<file path="src/rtl/spi_sram_arbiter_ctrl.sv">
// SPI mode-0 master that shares a 64KB SPI SRAM between a read-only fetch port (A) and a data port (B).
// Define ARB_RR_EN for round-robin arbitration; otherwise port B has fixed priority over port A.
`timescale 1ns/1ps
module spi_sram_arbiter_ctrl #(
    parameter int CLK_DIV = 1
) (
    input  logic        clk,
    input  logic        rst_n,
    input  logic        a_req,
    input  logic [15:0] a_addr,
    output logic        a_ack,
    output logic [15:0] a_rdata,
    input  logic        b_req,
    input  logic        b_we,
    input  logic [15:0] b_addr,
    input  logic [15:0] b_wdata,
    output logic        b_ack,
    output logic [15:0] b_rdata,
    output logic        busy,
    output logic        spi_cs_n,
    output logic        spi_sclk,
    output logic        spi_mosi,
    input  logic        spi_miso
);
    typedef enum logic [1:0] {IDLE, SHIFT, HOLD, DONE} state_t;

    localparam logic [7:0] DIV_LAST = 8'(CLK_DIV - 1);

    state_t      state_reg, state_next;
    logic [7:0]  div_cnt_reg, div_cnt_next;
    logic [5:0]  bit_cnt_reg, bit_cnt_next;
    logic [38:0] shreg_reg, shreg_next;
    logic [15:0] rx_reg, rx_next;
    logic        port_b_reg, port_b_next;
    logic        we_reg, we_next;
    logic        cs_n_reg, cs_n_next;
    logic        sclk_reg, sclk_next;
    logic        mosi_reg, mosi_next;
    logic        a_ack_reg, a_ack_next;
    logic        b_ack_reg, b_ack_next;
    logic [15:0] a_rdata_reg, a_rdata_next;
    logic [15:0] b_rdata_reg, b_rdata_next;
    logic        busy_reg, busy_next;

    logic        grant_b;
    logic        sel_we;
    logic [15:0] sel_addr;
    logic [39:0] frame;

`ifdef ARB_RR_EN
    logic last_b_reg, last_b_next;
    // On a tie the port that did not win last time goes next.
    assign grant_b = b_req & (~a_req | ~last_b_reg);
`else
    assign grant_b = b_req;
`endif

    assign sel_addr = grant_b ? b_addr : a_addr;
    assign sel_we   = grant_b & b_we;
    // Data bytes go low byte first so the device stores little-endian at addr, addr+1.
    assign frame    = {sel_we ? 8'h02 : 8'h03, sel_addr,
                       sel_we ? {b_wdata[7:0], b_wdata[15:8]} : 16'h0000};

    always_comb begin
        state_next   = state_reg;
        div_cnt_next = div_cnt_reg;
        bit_cnt_next = bit_cnt_reg;
        shreg_next   = shreg_reg;
        rx_next      = rx_reg;
        port_b_next  = port_b_reg;
        we_next      = we_reg;
        cs_n_next    = cs_n_reg;
        sclk_next    = sclk_reg;
        mosi_next    = mosi_reg;
        a_ack_next   = 1'b0;
        b_ack_next   = 1'b0;
        a_rdata_next = a_rdata_reg;
        b_rdata_next = b_rdata_reg;
        busy_next    = busy_reg;
`ifdef ARB_RR_EN
        last_b_next  = last_b_reg;
`endif
        case (state_reg)
            IDLE: begin
                if (a_req || b_req) begin
                    port_b_next  = grant_b;
                    we_next      = sel_we;
                    shreg_next   = frame[38:0];
                    mosi_next    = frame[39];
                    cs_n_next    = 1'b0;
                    sclk_next    = 1'b0;
                    busy_next    = 1'b1;
                    div_cnt_next = 8'd0;
                    bit_cnt_next = 6'd0;
                    state_next   = SHIFT;
`ifdef ARB_RR_EN
                    last_b_next  = grant_b;
`endif
                end
            end
            SHIFT: begin
                if (div_cnt_reg == DIV_LAST) begin
                    div_cnt_next = 8'd0;
                    if (!sclk_reg) begin
                        sclk_next = 1'b1;
                        if (bit_cnt_reg >= 6'd24)
                            rx_next = {rx_reg[14:0], spi_miso};
                    end else begin
                        sclk_next = 1'b0;
                        if (bit_cnt_reg == 6'd39) begin
                            mosi_next  = 1'b0;
                            state_next = HOLD;
                        end else begin
                            bit_cnt_next = bit_cnt_reg + 6'd1;
                            mosi_next    = shreg_reg[38];
                            shreg_next   = {shreg_reg[37:0], 1'b0};
                        end
                    end
                end else begin
                    div_cnt_next = div_cnt_reg + 8'd1;
                end
            end
            HOLD: begin
                cs_n_next  = 1'b1;
                state_next = DONE;
                // rx holds {low byte, high byte} in arrival order.
                if (port_b_reg) begin
                    b_ack_next = 1'b1;
                    if (!we_reg)
                        b_rdata_next = {rx_reg[7:0], rx_reg[15:8]};
                end else begin
                    a_ack_next   = 1'b1;
                    a_rdata_next = {rx_reg[7:0], rx_reg[15:8]};
                end
            end
            DONE: begin
                busy_next  = 1'b0;
                state_next = IDLE;
            end
            default: state_next = IDLE;
        endcase
    end

    always_ff @(posedge clk or negedge rst_n) begin
        if (!rst_n) begin
            state_reg   <= IDLE;
            div_cnt_reg <= 8'd0;
            bit_cnt_reg <= 6'd0;
            shreg_reg   <= '0;
            rx_reg      <= 16'd0;
            port_b_reg  <= 1'b0;
            we_reg      <= 1'b0;
            cs_n_reg    <= 1'b1;
            sclk_reg    <= 1'b0;
            mosi_reg    <= 1'b0;
            a_ack_reg   <= 1'b0;
            b_ack_reg   <= 1'b0;
            a_rdata_reg <= 16'd0;
            b_rdata_reg <= 16'd0;
            busy_reg    <= 1'b0;
`ifdef ARB_RR_EN
            last_b_reg  <= 1'b0;
`endif
        end else begin
            state_reg   <= state_next;
            div_cnt_reg <= div_cnt_next;
            bit_cnt_reg <= bit_cnt_next;
            shreg_reg   <= shreg_next;
            rx_reg      <= rx_next;
            port_b_reg  <= port_b_next;
            we_reg      <= we_next;
            cs_n_reg    <= cs_n_next;
            sclk_reg    <= sclk_next;
            mosi_reg    <= mosi_next;
            a_ack_reg   <= a_ack_next;
            b_ack_reg   <= b_ack_next;
            a_rdata_reg <= a_rdata_next;
            b_rdata_reg <= b_rdata_next;
            busy_reg    <= busy_next;
`ifdef ARB_RR_EN
            last_b_reg  <= last_b_next;
`endif
        end
    end

    assign a_ack    = a_ack_reg;
    assign b_ack    = b_ack_reg;
    assign a_rdata  = a_rdata_reg;
    assign b_rdata  = b_rdata_reg;
    assign busy     = busy_reg;
    assign spi_cs_n = cs_n_reg;
    assign spi_sclk = sclk_reg;
    assign spi_mosi = mosi_reg;
endmodule
</file>
<file path="config.mk">
export PLATFORM = sky130hd
export DESIGN_NAME = spi_sram_arbiter_ctrl
export DESIGN_NICKNAME = d
export VERILOG_FILES = /design/src/rtl/spi_sram_arbiter_ctrl.sv
export SDC_FILE = /design/constraint.sdc
export NUM_CORES = 1
export LEC_CHECK = 0
export ABC_AREA = 1
export ABC_CLOCK_PERIOD_IN_PS = 1550
export CORE_ASPECT_RATIO = 1.2
export CORE_UTILIZATION = 49
export CTS_BUF_LIST = sky130_fd_sc_hd__clkbuf_4 sky130_fd_sc_hd__clkbuf_8
export DETAILED_ROUTE_END_ITERATION = 12
export PLACE_DENSITY_LB_ADDON = 0.1
export SETUP_SLACK_MARGIN = 0.05
export SLEW_MARGIN = 10
export SYNTH_ARGS = -nofsm -noshare
export SYNTH_HDL_FRONTEND = slang
export SYNTH_SLANG_ARGS = --single-unit
</file>
<file path="constraint.sdc">
create_clock -name clk -period 1.55 [get_ports clk]
set_input_delay 0.465 -clock clk [delete_from_list [all_inputs] [get_ports clk]]
set_output_delay 0.465 -clock clk [all_outputs]
set_load 0.005 [all_outputs]
</file>
# ---- After elaboration in Yosys (flattened, before gate mapping)
# Index checks and enable logic that the tools add are counted.
# W data, S select, Z words.
dict set report totals {
  latch_bits 0
  romBits 0
  inputBits 54
  register_bits 111
  ram_bits 0
  n_memories 0
  wordCells 85
  output_inout_bits 38
}
dict set report classes {
  add_sub_neg 2
  n_reduce_logical 17
  n_lt_le_gt_ge 1
  eq_ne 9
  div_mod_pow 0
  n_bitwise 4
  n_shift 0
  n_mux 37
  n_mul 0
}
# cell count
set op_table {}
lappend op_table {{$mux W39} 4}
lappend op_table {{$pmux W39 S2} 1}
lappend op_table {{$mux W16} 2}
lappend op_table {{$mux W6} 4}
lappend op_table {{$mux W8} 2}
lappend op_table {{$pmux W8 S2} 1}
lappend op_table {{$mux W1} 13}
lappend op_table {{$pmux W6 S2} 1}
lappend op_table {{$reduce_and A4 Y1} 3}
lappend op_table {{$ne A2 B2 Y1 const B} 5}
lappend op_table {{$reduce_and A2 Y1} 5}
lappend op_table {{$add A8 B1 Y8 const B} 1}
lappend op_table {{$logic_not A8 Y1} 1}
lappend op_table {{$mux W2} 4}
lappend op_table {{$pmux W1 S2} 4}
lappend op_table {{$pmux W2 S4} 1}
lappend op_table {{$add A6 B1 Y6 const B} 1}
lappend op_table {{$eq A6 B6 Y1 const B} 1}
lappend op_table {{$ge A6 B5 Y1 const B} 1}
lappend op_table {{$reduce_and A3 Y1} 2}
lappend op_table {{$reduce_bool A2 Y1} 3}
lappend op_table {{$reduce_and A5 Y1} 1}
lappend op_table {{$eq A2 B2 Y1 const B} 2}
lappend op_table {{$not A1 Y1} 3}
lappend op_table {{other kinds (4)} 4}

# ---- Longest topological paths before layout
# Gate-level depths: netlist of run 1.
dict set report depth {
  depth_word 5
  ltp_mapped 11
}

# ---- Worst setup path before layout of run 1
# No wires, ideal clock.
dict set report synth_timing {
  path_type {register to register}
  startpoint {reg state_reg[1]}
  endpoint {reg shreg_reg[17]}
  path_stages_with_launch 9
  setup_slack_ns 0.017
  setup_ns 0.116
  n_path_buf 2
  period_less_slack_ns 1.533
  arrival_time_ns 1.417
  cell_sequence {dfrtp_1 -> inv_1 -> ha_1 -> inv_2 -> buf_2 -> buf_1 -> a31oi_1 -> nand3_1 -> nand2_1}
}
dict set report synth_via {
  elab_chain_len 3
}
# item line
set synth_lines {}
lappend synth_lines {{start, declared} 29} ;# state_t state_reg, state_next;
lappend synth_lines {{start signal, assigned} 165} ;# state_reg <= state_next;
lappend synth_lines {{$eq A2 B1 Y1 or $logic_not A2 Y1 (tied branches)} 83} ;# case (state_reg)
lappend synth_lines {{$ne A2 B2 Y1 (no source line) or $reduce_bool A2 Y1 (tied branches)} --}
lappend synth_lines {{$reduce_and A5 Y1 (no source line)} --}
lappend synth_lines {{end signal, assigned} 168} ;# shreg_reg <= shreg_next;
lappend synth_lines {{end, declared} 32} ;# logic [38:0] shreg_reg, shreg_next;
# Several ways; a longest one is shown, not always the timed one.
# A chain may end at the register's enable or synchronous reset.

# ---- Worst setup path in the final report of run 1
dict set report layout_timing {
  startpoint {reg state_reg[1]}
  endpoint {reg rx_reg[9]}
}
dict set report layout_via {
  elab_chain_len 2
}
# item line
set layout_lines {}
lappend layout_lines {{$eq A2 B1 Y1} 83}
lappend layout_lines {{$reduce_and A4 Y1 (no source line)} --}
lappend layout_lines {{end signal, assigned} 169} ;# rx_reg <= rx_next;
lappend layout_lines {{end, declared} 33} ;# logic [15:0] rx_reg, rx_next;
# No other way between the ends.

==> results of run 1 <==
layer usage:
metal  share of wire [%]  routed length, um  track usage, %  up-vias
met4                 2.2                303            7.76        0
met1                  40               5460            27.4     2341
li1                    -                  -               -     2394
met2                  54               7290            40.8      124
met3                 3.7                499            2.23       26
met5                   0                  0               0        -
worst max path at each step:
| stage | slack (ns) | from | endpoint | cells past startpoint |
|---|---|---|---|---|
| after floorplan | 0.04 | state_reg[1] | shreg_reg[16] | 11 |
| after global placement | -0.37 | b_req | bit_cnt_reg[0] | 8 |
| after detailed placement | -0.43 | b_req | shreg_reg[20] | 8 |
| after CTS | -0.03 | state_reg[1] | rx_reg[9] | 10 |
| after global routing | -0.22 | state_reg[1] | rx_reg[9] | 9 |
| final | -0.11 | state_reg[1] | rx_reg[9] | 9 |
worst max-delay path: stages (launching register included):
cell                        delay, ns
sky130_fd_sc_hd__dfrtp_1         0.41
sky130_fd_sc_hd__inv_2           0.09
sky130_fd_sc_hd__ha_4            0.16
sky130_fd_sc_hd__inv_4           0.05
sky130_fd_sc_hd__nor2_4          0.12
sky130_fd_sc_hd__inv_2           0.07
sky130_fd_sc_hd__a21oi_4         0.14
sky130_fd_sc_hd__nand3_4         0.16
sky130_fd_sc_hd__clkbuf_16       0.22
sky130_fd_sc_hd__o21ai_1         0.16
Yosys cell counts, types with 2 or more instances:
cell type,count,area share (%)
sky130_fd_sc_hd__ha_1,9,2.1
sky130_fd_sc_hd__nor3b_1,2,0.28
sky130_fd_sc_hd__nand3_1,54,5.1
sky130_fd_sc_hd__o21ai_1,17,1.6
sky130_fd_sc_hd__nor2_1,35,2.5
sky130_fd_sc_hd__xor2_1,2,0.33
sky130_fd_sc_hd__nand2_1,259,18
sky130_fd_sc_hd__nand4_1,2,0.24
sky130_fd_sc_hd__buf_6,5,1.1
sky130_fd_sc_hd__dfrtp_1,110,52
sky130_fd_sc_hd__inv_2,7,0.50
sky130_fd_sc_hd__inv_1,45,3.2
sky130_fd_sc_hd__clkbuf_1,10,0.71
sky130_fd_sc_hd__clkinv_1,2,0.14
sky130_fd_sc_hd__nand2_2,4,0.47
sky130_fd_sc_hd__o21ai_0,46,4.4
sky130_fd_sc_hd__buf_2,12,1.1
sky130_fd_sc_hd__buf_4,5,0.71
sky130_fd_sc_hd__nor2_2,4,0.47
sky130_fd_sc_hd__a31oi_1,16,1.9
sky130_fd_sc_hd__a21oi_1,4,0.38
logic make-up after synthesis:
family          share of synthesized area [%]
compound gates                           8.72
fa+ha+maj                                2.14
simple gates                             28.3
flops                                    52.8
buf+inv                                  7.55
xor+xnor                                0.499
final cells by class:
type	instances	area share [%]
multi-input combinational	461	30.9
sequential	111	37.3
clock buffer	10	1.76
timing repair buffer	178	24.4
clock inverter	6	0.604
inverter	54	2.82
tap	129	2.17
repair_timing:
| action | in CTS | in global routing |
|---|---|---|
| setup buffers | 19 | 14 |
| hold endpoints to repair | 2 | 0 |
| pin swaps | 1 | 5 |
| gates cloned | 0 | 9 |
| gates resized for setup | 75 | 88 |
| hold buffers | 1 | 0 |
| endpoints found under the setup margin | 144 | 122 |
per-stage QoR:
| step | TNS (ns) | util [%] | area, um2 | hold slack [ns] | std cells |
|---|---|---|---|---|---|
| finish | -2.26 | 71.2 | 7450 | 0.479 | 949 |
| global route | -8.39 | 71.2 | 7450 | 0.501 | 949 |
| detailed placement | -23.29 | 63.2 | 6610 | 0.399 | 890 |
| floorplan | 0 | - | 5270 | 0.169 | 659 |
| global placement | -20.17 | 63.2 | 6610 | 0.399 | 890 |
| CTS | -0.422 | 66.6 | 6970 | 0.479 | 926 |
cell usage in the layout (no fill, tap or decap), types with 3 or more instances in the layout:
cell / netlist / layout
sky130_fd_sc_hd__o21ai_0: 46 / 24
sky130_fd_sc_hd__clkbuf_16: 0 / 6
sky130_fd_sc_hd__inv_4: 0 / 3
sky130_fd_sc_hd__nand2_2: 4 / 12
sky130_fd_sc_hd__buf_12: 0 / 11
sky130_fd_sc_hd__nor2_1: 35 / 31
sky130_fd_sc_hd__o21ai_1: 17 / 28
sky130_fd_sc_hd__nand2_1: 259 / 245
sky130_fd_sc_hd__dfrtp_1: 110 / 109
sky130_fd_sc_hd__a21oi_1: 4 / 3
sky130_fd_sc_hd__nor2_4: 1 / 6
sky130_fd_sc_hd__clkbuf_8: 0 / 9
sky130_fd_sc_hd__nand3_1: 54 / 51
sky130_fd_sc_hd__o21ai_2: 0 / 11
sky130_fd_sc_hd__inv_1: 45 / 39
sky130_fd_sc_hd__clkdlybuf4s50_1: 0 / 52
sky130_fd_sc_hd__clkdlybuf4s15_1: 0 / 31
sky130_fd_sc_hd__ha_1: 9 / 5
sky130_fd_sc_hd__inv_2: 7 / 10
sky130_fd_sc_hd__nor2_2: 4 / 3
sky130_fd_sc_hd__buf_4: 5 / 62
sky130_fd_sc_hd__nand3_4: 1 / 3
sky130_fd_sc_hd__dlygate4sd2_1: 0 / 5
sky130_fd_sc_hd__a31oi_1: 16 / 16
sky130_fd_sc_hd__buf_6: 5 / 8
sky130_fd_sc_hd__nand2_4: 0 / 6
sky130_fd_sc_hd__clkinvlp_4: 0 / 3
report_power, final:
part	switching [mW]	internal, mW
clock network	1.00	0.613
registers	0.334	3.45
logic	2.87	2.29
==> impl.org, run 1 <==
** Synthesis
- In the synthesized netlist the dominant register cell turns out to be sky130_fd_sc_hd__dfrtp_1.
- Number of instances in the synthesized netlist :: 659
- Number of synthesized flops with an enable pin :: 0
- The mapped netlist covers 5270 um2.
- Yosys reg bits :: 111
- In the synthesized netlist the async set-or-reset flop fraction comes to 100%.
- After synthesis, flip-flops and latches occupy 52.8% of the total area.
- Yosys printed 0 warnings.
- When the netlist entered floorplanning its net count stood at 722.
- Counting distinct cell types in the post-synthesis netlist gives 30.
- The average instance in the mapped netlist occupies 7.99 um2.

** Setup path
- Of all nets on the critical path, the largest fanout is 8.
- At the worst endpoint, the required time is 1.84 ns.
- At the worst endpoint, the arrival time is 1.95 ns.
- Setup slack on the worst reg-to-reg path comes out at -0.11 ns.
- Element type at the critical path end :: register
- Category of the most critical setup path :: register to register
- Reg-to-reg critical path startpoint :: state_reg[1]
- End of the worst register-to-register path :: rx_reg[9]
- The worst register-to-register path has a depth of 9.
- STA classifies the critical path startpoint as a register.

** Run status
- Failing checks :: negative setup slack
- The run finished, with violations left.

** Timing
- Max Slew Vio Count :: 0
- Static timing analysis puts the maximum clock frequency at 603 MHz.
- The worst path uses 107% of the clock period.
- Worst clock skew on the final layout :: roughly 0.011 ns
- Measured against its own limit, the worst slew margin works out to between 70% and 80%.
- Setup repair after global routing could not meet its margin everywhere.
- At the pin with the least slew margin, the transition time is approximately 0.37 ns.
- The final hold violation count was 0.
- After layout, the worst setup slack is -0.107 ns.
- Number of setup violations in the final report :: 62
- Minimum clock period :: 1.66 ns

** Floorplan
- In this run the horizontal extent of the chip is 96.7 um.
- From bottom edge to top edge, the die measures 116 um.
- Initial cell density of the core :: 50.3%
- The floorplan step defined a core boundary enclosing 10,500 um2.
- Pin placement for this block handled 92 I/O pins.
- The floorplan has 41 rows.
- Total die area :: around 11,000 um2

** Power and ir drop
- Power comes to 10.6 mW.
- Leakage component of the power :: 3.75 nW
- IR analysis of the VDD net gives a maximum drop of 0.00105 V.
- Power spread over the standard cell area amounts to 1420 nW/um2.

** Global route
- Via count of the first global-routing pass :: 4,497
- Pin count of the biggest net entering global routing :: 39
- Overall overflow remaining after global route :: 0
- The first global-routing pass estimated about 20,000 um of wire.
- Antenna violations before repair :: 0
- Global routing used 22.2% of the available tracks across all layers.

** Final layout
- Fraction of final layout cells sized beyond drive strength 1 :: 20.7%
- The register with the most flip-flops in the layout has 39 of them.
- 0 antenna diodes ended up in the layout.
- Compared with the post-synthesis result, the final layout area differs by 41.5%.
- FF+latch area :: 2780 um2
- Count of nets after finishing :: 878
- The layout has 840 filler cells.
- Combined area of the multi-input logic cells :: 2310 um2

** Worst hold path
- Along the worst hold path, the cell count comes to 2.
- The worst hold path begins at shreg_reg[32].
- Type of the worst min-delay path :: register to register
- Worst min-delay path endpoint :: shreg_reg[32]

** Routing
- Remaining antenna violation count :: 0
- First-pass iteration count of the detailed router :: 5
- Post-detailed-route via-to-cell ratio :: 5.15
- Wirelength per Cell :: 14.3 um
- Number of design-rule violations left by the first detailed-router iteration :: 268
- The final layout contains routed wiring with a total length of 13,600 um.
- For this run, design rule violations remaining after detail routing come to 0.
- The detailed router placed 4,885 vias in this run.

** Clock network
- Inserted Clock Buffers :: 9
- The H-tree generated during clock tree synthesis spans 3 levels.
- After clock tree synthesis, the clock-pin slew on the worst setup and hold paths is about 0.10 ns.
- Clock latency at the later pin of the worst-skew pair :: ~0.37 ns
- TritonCTS built the clock tree.
- Root Buffer Master :: sky130_fd_sc_hd__clkbuf_8
- Num Clock Sinks :: 111
- Counting along the longest clock path gives a buffer depth of 2.

** Job
- Across the run, the number of max-cap violations was 0.

** Placed design
- Port buffering added 91 buffers.
- The congestion estimate from routability-driven global placement came to 0.809.
- Place WS :: -0.428 ns
- DP HPWL :: 8240 um
(Power assumes the default switching activity.)
==> run 2, diff against run 1 <==
--- a/config.mk
+++ b/config.mk
@@ -8,6 +8,7 @@
 export ABC_AREA = 1
 export ABC_CLOCK_PERIOD_IN_PS = 1550
 export CORE_ASPECT_RATIO = 1.2
+export CORE_MARGIN = 8
 export CORE_UTILIZATION = 49
 export CTS_BUF_LIST = sky130_fd_sc_hd__clkbuf_4 sky130_fd_sc_hd__clkbuf_8
 export DETAILED_ROUTE_END_ITERATION = 12
==> impl.org, run 2 (synthesis results as in run 1) <==
** Floorplan
- Area of the core region :: 10,500 um2 (+0.49%)
- The horizontal die dimension came to 111 um (+14%).
- The initial core utilization came to 50.1% (-0.25 points).
- The die footprint is 14,300 um2 (+28%).
- Row Count :: 41 (unchanged)
- The die height was 130 um (+12%).
- The number of placed I/O pins came to 92 (unchanged).

** Worst hold path
- Type of the worst min-delay path :: register to register

** Timing
- Number of setup violations in the final report :: 79 (+27%)
- The post-layout minimum cycle time is 1.71 ns (+0.0517 ns).
- The smallest hold slack came to 0.486 ns (+0.00625 ns).
- Final Cycle Share :: 110% (+3.3 points)
- The total negative slack for setup checks is -7.07 ns (-4.81 ns).
- The highest achievable clock rate is 585 MHz (-3.0%).
- Final Hold Violating Endpoints :: 0 (unchanged)
- The final setup slack of the worst path came to -0.159 ns (-0.0517 ns).
- Slew at the pin closest to its max-slew limit :: 0.369 ns (+0.00302 ns)
- The setup clock skew after layout is 0.00798 ns (-0.00321 ns).
- The normalized max-slew margin came to 75.4% (-0.20 points).
- The final max-slew violation count was 0 (unchanged).
- Setup repair after global routing could not meet its margin everywhere.

** Clock network
- Clock latency at the later pin of the worst-skew pair :: 0.38 ns (about the same)
- The clock sink total came to 111 (unchanged).
- The number of buffers between clock root and the deepest sink is 2 (unchanged).
- The total clock buffers created by CTS is 9 (unchanged).
- Total number of H-tree levels :: 3 (unchanged)
- Root Buffer Master :: sky130_fd_sc_hd__clkbuf_8
- Clock transition at the register clock pins on the worst setup and hold paths after CTS :: 0.11 ns (about the same)
- TritonCTS built the clock tree.

** Placed design
- The number of port buffers was 91 (unchanged).
- DP HPWL :: 8970 um (+8.9%)
- Final Wtd Congestion :: 0.798 (-1.5%)
- The post-placement cell count is 891 (+0.11%).

** Setup path
- Family with the most delay on the worst path :: buffers and inverters
- The signal on the critical path passes through ha_4, buf_6, buf_6, nand3_4, nand2_4, inv_4, nand3_4, buf_16, nand2_1, nand2_1.
- Data arrival at the endpoint of the critical path :: 1.98 ns (+0.03 ns)
- The worst setup path is launched from a register.
- CP max stage delay :: 0.47 ns (+0.06 ns)
- The critical path required time came to 1.82 ns (-0.02 ns).
- The count of buffering cells on the critical path with inverters included is 4 (unchanged).
- Element type at the critical path end :: register
- By startpoint and endpoint, the worst setup path is classified as register to register.
- The largest individual stage delay along the critical path comes from the cell sky130_fd_sc_hd__dfrtp_2.
- The largest fanout of any net on the critical path was 13 (+5).
- Register-to-register setup slack :: -0.16 ns (-0.05 ns)

** Global route
- Wire length of the first global-routing pass :: 23,100 um (+14%)
- The remaining global-route overflow is 0 (unchanged).
- Pin count of the biggest net entering global routing :: 33 (-15%)
- The via count of the first global-routing pass came to 4,885 (+8.6%).
- Global router's overall resource usage :: 19.3% (-2.9 points)
- The initial antenna violation count came to 0 (unchanged).

** Final layout
- The count of inserted antenna diode cells was 0 (unchanged).
- The flip-flop count of the largest register after layout was 39 (unchanged).
- The fraction of final layout cells with drive strength greater than 1 is 30.2% (+9.4 points).
- The final cell count without fillers is 958 (+0.95%).
- Leaving out fill and tap cells, the most frequent cell in the layout is sky130_fd_sc_hd__nand2_1.
- Most frequent cells in the layout :: sky130_fd_sc_hd__nand2_1, sky130_fd_sc_hd__dfrtp_1, sky130_fd_sc_hd__buf_4
- Post-synthesis to final-layout area growth :: 52.8%
- The count of nets after finishing is 887 (+1.0%).

** Routing
- The total routed wirelength came to 16,400 um (+21%).
- The routed length per instance was 17.1 um (+20%).
- The DRC violation count after routing was 0 (unchanged).
- The DRC violation total after the first TritonRoute iteration came to 248 (-7.5%).
- Post-detailed-route via-to-cell ratio :: 5.36 (+4.1%)
- The total number of vias came to 5,135 (+5.1%).
- First-pass iteration count of the detailed router :: 5 (unchanged)
- Remaining antenna violation count :: 0 (unchanged)

** Power and ir drop
- The maximum VDD drop is 0.00121 V (+16%).
- Total power after layout :: 13.0 mW (+23%)
- Power density over the cells :: 1620 nW/um2 (+14%)
- The leakage power figure was 4.00 nW (+6.6%).

** Run status
- Result of the run :: finished, violations left
- The checks that failed: negative setup slack.

** Job
- The total of max-cap violations came to 0 (unchanged).
## run 2: changes by cell type in the layout (fill, tap and decap cells not counted), sizes merged
cell / before / now
clkinvlp: 3 / 0
clkdlybuf4s15: 31 / 22
bufinv: 0 / 1
bufbuf: 0 / 1
clkinv: 3 / 5
clkbuf: 17 / 32
buf: 82 / 89
dlygate4sd2: 5 / 0
## run 2: layer usage
| metal | track usage, % | vias up | wire length [um] |
|---|---|---|---|
| li1 | - | 2426 | - |
| met1 | 23.0 | 2530 | 6440 |
| met2 | 33.8 | 146 | 8840 |
| met3 | 3.37 | 33 | 718 |
| met4 | 7.96 | 0 | 386 |
| met5 | 0 | - | 0 |
## run 2: area by class of cell
| type | count | area [um2] |
|---|---|---|
| sequential | 111 | 2780 |
| multi-input combinational | 461 | 2610 |
| fill | 718 | 2470 |
| timing repair buffer | 187 | 2060 |
| inverter | 54 | 218 |
| tap | 129 | 161 |
| clock buffer | 10 | 138 |
| clock inverter | 6 | 76.3 |
## run 2: power breakdown
group | internal [mW] | switching (mW)
logic | 3.59 | 3.76
clock network | 0.819 | 1.04
registers | 3.45 | 0.363
total | 7.86 | 5.17
## run 2: metrics by stage
| step | setup WS, ns | utilization [%] | area (um2) |
|---|---|---|---|
| finish | -0.159 | 76.5 | 8050 |
| detailed placement | -0.367 | 63.1 | 6630 |
| CTS | -0.122 | 71.3 | 7500 |
| global placement | -0.356 | 63.1 | 6630 |
| floorplan | 0.0400 | - | 5270 |
| global route | -0.217 | 76.5 | 8050 |
## run 2: path summary, 6_finish.rpt
kind                       cells after the start     startpoint              to
setup reg to reg                              10   state_reg[0]  bit_cnt_reg[3]
hold reg to reg                                2  shreg_reg[19]   shreg_reg[19]
setup / recovery                              10   state_reg[0]  bit_cnt_reg[3]
min in group asynchronous                      2          rst_n   shreg_reg[19]
hold / removal                                 2  shreg_reg[19]   shreg_reg[19]
max in group asynchronous                      3          rst_n      b_rdata[6]
## run 2: worst min-delay path: cells and delay by family, from the launching register on
kind	cells	cell delay (ns)
AND/OR/NAND/NOR	2	0.09
flip-flops	1	0.36
## run 2: timing repair
action                                  CTS  global route
hold endpoints to repair                 18             0
endpoints found under the setup margin  143           118
hold buffers                              1             0
cloned                                    6            11
setup buffers                            28             8
pin swaps                                 6            29
resized for setup                       154           147
==> run 3, diff against run 2 <==
--- a/config.mk
+++ b/config.mk
@@ -9,12 +9,14 @@
 export ABC_CLOCK_PERIOD_IN_PS = 1550
 export CORE_ASPECT_RATIO = 1.2
 export CORE_MARGIN = 8
-export CORE_UTILIZATION = 49
+export CORE_UTILIZATION = 45
 export CTS_BUF_LIST = sky130_fd_sc_hd__clkbuf_4 sky130_fd_sc_hd__clkbuf_8
 export DETAILED_ROUTE_END_ITERATION = 12
 export PLACE_DENSITY_LB_ADDON = 0.1
+export RECOVER_POWER = 25
 export SETUP_SLACK_MARGIN = 0.05
 export SLEW_MARGIN = 10
 export SYNTH_ARGS = -nofsm -noshare
 export SYNTH_HDL_FRONTEND = slang
 export SYNTH_SLANG_ARGS = --single-unit
+export TNS_END_PERCENT = 50
==> impl.org, run 3 (synthesis results as in run 1) <==
** Clock network
- The clock sink total is 111 (unchanged).
- The root buffer cell chosen for the clock tree is sky130_fd_sc_hd__clkbuf_8.
- The clock input transition at the sequential cells of the worst setup and hold paths came to 0.12 ns (about the same).
- The latest clock arrival within the worst-skew pair came to 0.38 ns (about the same).
- The total number of H-tree levels is 3 (unchanged).
- TritonCTS built the clock tree.
- Inserted Clock Buffers :: 9 (unchanged)
- The number of buffers between clock root and the deepest sink is 2 (unchanged).

** Routing
- Number of design-rule violations left by the first detailed-router iteration :: 241 (-2.8%)
- The DRC violation count after routing is 0 (unchanged).
- The total number of vias came to 4,788 (-6.8%).
- The remaining antenna violation count was 0 (unchanged).
- First-pass iteration count of the detailed router :: 6 (+1)
- Post-detailed-route via-to-cell ratio :: 4.96 (-7.4%)
- Wirelength per Cell :: 13.9 um (-19%)
- Wire length after detailed routing :: 13,400 um (-18%)

** Power and ir drop
- The relative contribution of the clock network to total power came to 16.2% (+1.9 points).
- The power density normalized to cell area is 1530 nW/um2 (-5.3%).
- Highest ir drop seen on vdd :: 0.000817 V (-33%)
- The internal cell power was 6.87 mW (-13%).
- Proportion of power drawn by flip-flops and latches :: 32.9% (+3.6 points)
- The part of the power in combinational logic was 50.9% (-5.5 points).
- Leakage component of the power :: 3.68 nW (-7.8%)
- Switching power share of the total :: 39.9% (+0.18 points)
- Switching power :: 4.56 mW (-12%)

** Final layout
- The top cell types in the final layout, fill and taps aside, are sky130_fd_sc_hd__nand2_1, sky130_fd_sc_hd__dfrtp_1, sky130_fd_sc_hd__clkdlybuf4s50_1.
- Final cell area excluding filler cells :: 7460 um2 (-7.3%)
- The count of nets after finishing was 866 (-2.4%).
- The fraction of final layout cells with drive strength greater than 1 was 23.6% (-6.5 points).
- Leading cell type in the layout, fill and taps excluded :: sky130_fd_sc_hd__nand2_1
- Post-synthesis to final-layout area growth :: 41.6%
- Max FFs per register :: 39 (unchanged)
- The count of inserted antenna diode cells was 0 (unchanged).

** Setup path
- In this run the worst setup path begins at div_cnt_reg[1].
- STA classifies the critical path endpoint as a register.
- Cell breakdown of the critical path :: inv_2, ha_4, nand2_4, nor2_4, nand2_4, a21oi_4, buf_6, clkbuf_16, nand3_2, nand2_1
- Register-to-register setup slack :: -0.06 ns (+0.10 ns)
- The worst setup path is of the register to register kind.
- The endpoint identified for the worst register-to-register timing path is shreg_reg[18].
- The largest fanout of any net on the critical path is 5 (-8).
- The critical path required time came to 1.87 ns (+0.05 ns).
- Capturing instance or port of the critical path :: shreg_reg[18]
- The startpoint identified for the worst register-to-register timing path is div_cnt_reg[1].
- Crit path launch type :: register
- The data arrival time of the critical path came to 1.93 ns (-0.05 ns).
- Length in cells of the worst reg-to-reg path :: 10 (unchanged)
- Cell type with the highest occurrence count on the critical path :: sky130_fd_sc_hd__nand2_4
- Critical-path cell with the highest stage delay :: sky130_fd_sc_hd__dfrtp_1
- CP max stage delay :: 0.40 ns (-0.07 ns)

** Floorplan
- Row Count :: 43 (+4.9%)
- Vertical die dimension :: 135 um (+3.8%)
- Total die area :: 15,400 um2 (+7.7%)
- Io pins :: 92 (unchanged)
- The standard cell core area came to 11,500 um2 (+9.5%).
- The initial core utilization was 45.8% (-4.3 points).
- Die Span X :: 115 um (+3.7%)

** Global route
- The overall global routing resource usage came to 17.1% (-2.2 points).
- The remaining global-route overflow was 0 (unchanged).
- The maximum number of pins on one net before global-route repair came to 34 (+3.0%).
- Wire length of the first global-routing pass :: 21,600 um (-6.2%)
- Antenna violations before repair :: 0 (unchanged)
- Via count of the first global-routing pass :: 4,873 (-0.25%)

** Placed design
- Number of buffer cells added on primary ports :: 91 (unchanged)
- The final HPWL from detailed placement came to 8800 um (-2.0%).
- The routability congestion estimate from global placement was 0.786 (-1.5%).
- The setup slack at placement is -0.337 ns (+0.0304 ns).
- The area after detailed placement came to 6670 um2 (+0.49%).

** Timing
- Final Cycle Share :: 104% (-6.3 points)
- Number of setup violations in the final report :: 44 (-44%)
- Worst slew margin relative to its limit :: 55.0% (-20 points)
- The final max-slew violation count was 0 (unchanged).
- RSZ-0062 raised after global routing :: true
- The setup clock skew after layout is 0.0121 ns (+0.00412 ns).
- Highest Clock Rate :: 621 MHz (+6.1%)
- The post-layout minimum cycle time came to 1.61 ns (-0.0977 ns).
- Slew at the pin closest to its max-slew limit :: 0.675 ns (+0.306 ns)
- The final setup slack of the worst path was -0.0614 ns (+0.0977 ns).
- The final hold violation count came to 0 (unchanged).

** Worst hold path
- The path class of the tightest hold or removal check is register to register.

** Run status
- The run finished, with violations left.
- The final reports fail on negative setup slack.

** Job
- The total of max-cap violations came to 0 (unchanged).
[run 3: repair_timing]
item | in CTS | in global routing
hold endpoints to repair | 20 | 0
endpoints found under the setup margin | 141 | 115
buffers inserted | 23 | 3
gates cloned | 1 | 5
pin swaps | 11 | 41
hold buffers | 1 | 0
gates resized for setup | 134 | 70
[run 3: per-layer routing]
metal  global-route usage (%)  part of all wire, %  wire [um]
met4                     4.68                 0.93        125
met1                     19.4                   43       5690
met2                     31.9                   53       7110
met3                     3.13                  3.4        455
met5                        0                    0          0
[run 3: worst max-delay path: cells and delay by family (launching register included)]
kind	cells	cell delay [ns]
flip-flops	1	0.40
AND/OR/NAND/NOR	5	0.39
buffers and inverters	3	0.42
AO/OA/AOI/OAI	1	0.20
adder cells (fa/ha/maj)	1	0.14
[run 3: power by group through the flow]
stage	Sequential [mW]	Combinational, mW	Clock, mW
global route	3.82	6.38	2.02
detailed placement	3.79	4.48	0
finish	3.77	5.82	1.85
CTS	3.75	5.09	1.91
global placement	3.78	4.41	0
floorplan	3.75	2.83	0
[run 3: worst min path at each step]
stage               depth (start not counted)           from       endpoint  slack, ns
floorplan                                   0          rst_n          a_ack       0.17
global placement                            1          rst_n          b_ack       0.41
detailed placement                          1          rst_n     port_b_reg       0.41
CTS                                         2  shreg_reg[32]  shreg_reg[32]       0.49
global route                                2   shreg_reg[3]   shreg_reg[3]       0.51
finish                                      2  shreg_reg[16]  shreg_reg[16]       0.48
[run 3: stage by stage]
stage	hold slack [ns]	setup TNS, ns	total power [mW]	utilization, %	instances
floorplan	0.169	0	6.58	-	659
global placement	0.411	-18.06	8.19	57.9	917
detailed placement	0.407	-19.72	8.28	57.9	917
CTS	0.486	-0.293	10.8	62.8	958
global route	0.511	-7.26	12.2	64.8	965
finish	0.485	-1.09	11.4	64.8	965
[run 3: final cells by class]
class / instances / area, um2
Fill cell: 1017 / 4060
Sequential cell: 111 / 2780
Multi-Input combinational cell: 461 / 2390
Timing Repair Buffer: 166 / 1670
Inverter: 54 / 210
Tap cell: 157 / 196
Clock buffer: 9 / 124
Clock inverter: 7 / 91.3
